[src/rtl/fsm_light_monitor.sv]
// Receive-side safety monitor for the traffic-light code stream: drives the lamps,
// measures phase dwell, checks order and timing, and latches the first fault seen.
module fsm_light_monitor #(
    parameter int unsigned RED_T = 25,
    parameter int unsigned PED_T = 21,
    parameter int unsigned YEL_T = 5,
    parameter int unsigned GRN_T = 30,
    parameter int unsigned EMG_T = 21,
    parameter int unsigned CNT_W = 6
) (
    input  logic             clk,
    input  logic             rst,
    input  logic [4:0]       light,
    input  logic             clr_err,
    output logic [4:0]       lamp,
    output logic             phase_valid,
    output logic [CNT_W-1:0] dwell_cnt,
    output logic             fault,
    output logic [2:0]       err_code,
    output logic [7:0]       cycle_cnt
);

    typedef enum logic [1:0] {
        ACQUIRE = 2'd0,
        TRACK   = 2'd1,
        FAULT   = 2'd2
    } state_t;

    localparam logic [2:0] ERR_NONE    = 3'd0;
    localparam logic [2:0] ERR_ILLEGAL = 3'd1;
    localparam logic [2:0] ERR_ORDER   = 3'd2;
    localparam logic [2:0] ERR_SHORT   = 3'd3;
    localparam logic [2:0] ERR_LONG    = 3'd4;

    state_t      state, state_nxt;
    logic [4:0]  light_q;
    logic [2:0]  err_nxt;
    logic        count_seq;
    logic        chg;
    logic        light_ok;
    int unsigned dwell_ext;

    // Legal phase order is RED(0) -> PED(1) -> YEL(3) -> GRN(2) -> EMG(4) -> RED.
    function automatic logic [4:0] succ(input logic [4:0] c);
        case (c)
            5'd0:    return 5'd1;
            5'd1:    return 5'd3;
            5'd3:    return 5'd2;
            5'd2:    return 5'd4;
            5'd4:    return 5'd0;
            default: return 5'h1f;
        endcase
    endfunction

    function automatic int unsigned exp_dwell(input logic [4:0] c);
        case (c)
            5'd0:    return RED_T;
            5'd1:    return PED_T;
            5'd3:    return YEL_T;
            5'd2:    return GRN_T;
            5'd4:    return EMG_T;
            default: return 0;
        endcase
    endfunction

    assign chg       = (light != light_q);
    assign light_ok  = (light <= 5'd4);
    assign dwell_ext = {{(32-CNT_W){1'b0}}, dwell_cnt};

    always_comb begin
        state_nxt = state;
        err_nxt   = err_code;
        count_seq = 1'b0;
        case (state)
            ACQUIRE: begin
                if (!light_ok) begin
                    state_nxt = FAULT;
                    err_nxt   = ERR_ILLEGAL;
                end else if (chg) begin
                    if (light == succ(light_q)) begin
                        state_nxt = TRACK;
                    end else begin
                        state_nxt = FAULT;
                        err_nxt   = ERR_ORDER;
                    end
                end
            end
            TRACK: begin
                if (!light_ok) begin
                    state_nxt = FAULT;
                    err_nxt   = ERR_ILLEGAL;
                end else if (chg) begin
                    if (light != succ(light_q)) begin
                        state_nxt = FAULT;
                        err_nxt   = ERR_ORDER;
                    end else if (dwell_ext < exp_dwell(light_q)) begin
                        state_nxt = FAULT;
                        err_nxt   = ERR_SHORT;
                    end else begin
                        count_seq = (light_q == 5'd4) && (light == 5'd0);
                    end
                end else if (dwell_ext == exp_dwell(light_q)) begin
                    // Holding one more cycle would push the phase past its dwell.
                    state_nxt = FAULT;
                    err_nxt   = ERR_LONG;
                end
            end
            FAULT: begin
                if (clr_err) begin
                    state_nxt = ACQUIRE;
                    err_nxt   = ERR_NONE;
                end
            end
            default: begin
                state_nxt = ACQUIRE;
                err_nxt   = ERR_NONE;
            end
        endcase
    end

    always_ff @(posedge clk) begin
        if (rst) begin
            state       <= ACQUIRE;
            light_q     <= 5'd0;
            lamp        <= 5'd0;
            dwell_cnt   <= '0;
            phase_valid <= 1'b0;
            fault       <= 1'b0;
            err_code    <= ERR_NONE;
            cycle_cnt   <= 8'd0;
        end else begin
            state       <= state_nxt;
            light_q     <= light;
            lamp        <= light_ok ? (5'b00001 << light) : 5'b00000;
            phase_valid <= (state_nxt == TRACK);
            fault       <= (state_nxt == FAULT);
            err_code    <= err_nxt;
            if (chg) begin
                dwell_cnt <= CNT_W'(1);
            end else if (dwell_cnt != {CNT_W{1'b1}}) begin
                dwell_cnt <= dwell_cnt + CNT_W'(1);
            end
            if (count_seq && (cycle_cnt != 8'hff)) begin
                cycle_cnt <= cycle_cnt + 8'd1;
            end
        end
    end

endmodule
[config.mk]
export PLATFORM = sky130hd
export DESIGN_NAME = fsm_light_monitor
export DESIGN_NICKNAME = d
export VERILOG_FILES = /design/src/rtl/fsm_light_monitor.sv
export SDC_FILE = /design/constraint.sdc
export NUM_CORES = 1
export LEC_CHECK = 0
export BUFFER_PORTS_ARGS = -buffer_cell sky130_fd_sc_hd__buf_2
export CAP_MARGIN = 20
export CELL_PAD_IN_SITES_DETAIL_PLACEMENT = 1
export CELL_PAD_IN_SITES_GLOBAL_PLACEMENT = 1
export CORE_ASPECT_RATIO = 1.1
export CORE_MARGIN = 5
export CORE_UTILIZATION = 41
export CTS_CLUSTER_SIZE = 40
export DETAILED_ROUTE_END_ITERATION = 6
export GPL_ROUTABILITY_DRIVEN = 1
export PLACE_DENSITY_LB_ADDON = 0.3
export SLEW_MARGIN = 25
export SYNTH_ARGS = -nofsm -noshare
export SYNTH_HDL_FRONTEND = slang
export SYNTH_SLANG_ARGS = --single-unit
[constraint.sdc]
create_clock -name clk -period 3.7 [get_ports clk]
set_clock_uncertainty 0.2 [all_clocks]
set_input_delay 0 -clock clk [delete_from_list [all_inputs] [get_ports clk]]
set_output_delay 0 -clock clk [all_outputs]
set_load 0.005 [all_outputs]
==> results.json <==
{
  "outcome": "completed",
  "fill_cells": 493,
  "setup_viol": 0,
  "port_buffers": 31,
  "synthToLayoutAreaGrowth_pct": 19.0,
  "synthDistinctLibCells": 47,
  "die_h_um": 78.4,
  "cts_resized": 0,
  "num_rows": 24,
  "peakVddDrop_uv": 223,
  "routed_via_density": 5.61,
  "grt-ovfl-total": 0,
  "netlist_area_mm2": 0.00174,
  "syn_avg_cell_area_um2": 9.23,
  "drc": 0,
  "drtPass1Iterations": 4,
  "die_x_um": 72.2,
  "antenna_found_initial": 0,
  "grt_max_degree": 24,
  "ant_nets": 0,
  "reg2reg_depth": 9,
  "tightest_slew_ns": 0.514,
  "ctsLongestPathBuffers": 2,
  "r2r_setup_slack_ns": 0.77,
  "drive_gt1_share_pct": 21.5,
  "cp.required_ns": 3.65,
  "cts_setup_buffers": 0,
  "ys_ff_latch": 31,
  "dp_hpwl_um": 3280,
  "crit_arrival_ns": 2.88,
  "clock_latency_ns": 0.29,
  "worstSetupPathType": "reg2reg",
  "grt_first_pass_wirelength_um": 8290,
  "crit_path_end": "cycle_cnt[7]",
  "diodes": 0,
  "syn_inst": 189,
  "p_per_area_mw_per_mm2": 335,
  "drv_cap": 0,
  "synth_warnings": 0,
  "hold_viol": 0,
  "hold_class": "reg2reg",
  "routabilityCongestion": 0.844,
  "post-route-period-util_pct": 79.3,
  "wire_per_inst_um": 17.3,
  "grt_pass1_vias": 1719,
  "final_nets": 244,
  "rsz0062_at_grt": "false",
  "fin_crit_ns": 2.93,
  "coreArea_mm2": 0.00405,
  "crit_path_start_kind": "register",
  "startpoint": "light_q[2]",
  "vias": 1570,
  "worstPathMaxFanout": 12,
  "relSlewSlack_pct": 64.8,
  "r2r_end": "cycle_cnt[7]",
  "tritoncts": "built",
  "path_clk_slew_ns": 0.07,
  "design.die.area_mm2": 0.00566,
  "multiInputGateArea_mm2": 0.00103,
  "ys_seq_area_share_pct": 35.6,
  "regArea_um2": 621,
  "cts_buffers": 5,
  "fin_total_pwr_uw": 696,
  "slew_viol_final": 0,
  "io_pins": 32,
  "worstSetupEndpointType": "register",
  "r2r_start": "light_q[2]",
  "leakage_nw": 0.868,
  "fin_tns_setup_ns": 0,
  "routed_wl_um": 4840,
  "htree_levels": 2,
  "clock_sinks": 31,
  "grtUsageTotal_pct": 18.5,
  "fmaxAchievable_mhz": 341,
  "cts_root_buf": "clkbuf_8",
  "syn_nets": 204,
  "drt_iter0_markers": 88,
  "start_util_pct": 43.0
}
kinds of logic after synthesis:
group                    after synthesis  share of synthesized area (%)
AND/OR/NAND/NOR                       83                           26.7
AO/OA/AOI/OAI                         33                           16.6
flip-flops                            31                           35.6
XOR/XNOR                              16                           8.03
buffers and inverters                 14                           5.17
adder cells (fa/ha/maj)                7                           5.02
multiplexers                           5                           2.87
registers in the layout, summed over array words and instances (netlist names):
signal / flops
cycle_cnt: 8
dwell_cnt: 6
err_code: 3
fault: 1
lamp: 5
light_q: 5
phase_valid: 1
state: 2
synthesized netlist by cell type (all sizes together):
cell type / instances / area [um2]
o21ai: 7 / 38.8
nand4: 10 / 68.8
a221oi: 2 / 17.5
o21a: 1 / 7.51
buf: 7 / 63.8
nor3: 6 / 35.0
or3: 1 / 7.51
xnor2: 10 / 87.6
nand4b: 1 / 8.76
and4: 1 / 8.76
or2: 3 / 18.8
xor2: 6 / 52.6
and3: 6 / 37.5
nand3b: 2 / 15.0
clkbuf: 2 / 7.51
mux2i: 5 / 50.1
and2: 2 / 12.5
nor3b: 3 / 22.5
o2111a: 1 / 11.3
nor2: 18 / 72.6
a211o: 1 / 8.76
nor2b: 7 / 43.8
inv: 5 / 18.8
a211oi: 1 / 12.5
nand2b: 2 / 12.5
nor4: 2 / 12.5
nand3: 7 / 35.0
a21oi: 9 / 45.0
a31oi: 3 / 25.0
a2111oi: 4 / 91.3
a31o: 1 / 8.76
dfxtp: 31 / 621
nand2: 10 / 37.5
a311oi: 1 / 8.76
ha: 7 / 87.6
and2b: 2 / 16.3
a21o: 2 / 15.0
through the flow:
step                      hold slack [ns]  setup WS [ns]  cells  cell area [um2]  utilization (%)
after CTS                           0.292          0.794    280             2080             51.2
after global routing                0.320          0.528    280             2080             51.2
after floorplan                    -0.121           1.12    189             1740                -
after global placement              0.104          0.955    263             1890             46.7
final                               0.289          0.767    280             2080             51.2
after detailed placement            0.112          0.834    263             1890             46.7
how the worst min path moves through the flow:
| stage | from | to | slack [ns] | cells after the start |
|---|---|---|---|---|
| after global routing | err_code[2] | err_code[2] | 0.32 | 1 |
| after detailed placement | light[1] | lamp[1] | 0.11 | 2 |
| after CTS | err_code[2] | err_code[2] | 0.29 | 1 |
| after global placement | light[1] | lamp[1] | 0.10 | 2 |
| after floorplan | rst | light_q[2] | -0.12 | 1 |
| final | err_code[2] | err_code[2] | 0.29 | 1 |
placed cells by master, fill, tap and decap left out, types with 2 or more instances in the layout:
cell type	n
dfxtp_1	31
buf_2	31
nor2_1	16
dlygate4sd3_1	11
nand2_1	10
xnor2_1	10
a21oi_1	9
nand4_1	9
nand3_1	7
nor2b_1	7
ha_1	7
and3_1	6
xor2_1	6
inv_1	5
o21ai_1	5
mux2i_1	5
nor3_1	5
clkbuf_8	5
a2111oi_4	3
nor3b_1	3
nand3b_1	2
nand2b_1	2
nor2_2	2
and2_1	2
a21o_1	2
a31oi_1	2
or2_1	2
nor4_1	2
a221oi_1	2
metal layers:
layer	GRT usage [%]	up-vias	part of all wire, %
li1	-	761	-
met1	20.6	769	42
met2	33.0	33	53
met3	4.47	7	4.1
met4	7.71	0	1.8
met5	0	-	0
power by group:
| part | switching (mW) | internal [mW] | total, mW |
|---|---|---|---|
| Combinational | 0.0535 | 0.0418 | 0.0953 |
| Clock | 0.121 | 0.125 | 0.246 |
| Sequential | 0.0128 | 0.342 | 0.355 |
worst max-delay path, stage by stage, from the launching register on:
cell and delay [ns]:
dfxtp_1 0.61, a21oi_1 0.14, o21ai_0 0.25, ha_1 0.21
and3_1 0.18, o21ai_1 0.16, a2111oi_4 0.61, nand4_1 0.19
xor2_1 0.18, nor2_1 0.06
cell type report:
cell class | instances | area share (%)
Sequential cell | 31 | 29.9
Clock buffer | 6 | 3.50
Timing Repair Buffer | 42 | 12.8
Multi-Input combinational cell | 144 | 49.8
Tap cell | 52 | 3.13
Inverter | 5 | 0.904
what timing repair did:
action                                  in CTS  in global routing
endpoints found under the setup margin       0                  0
endpoints found under the hold margin       22                  0
hold buffers                                11                  0
No activity file was read; power rests on OpenSTA's default activity.
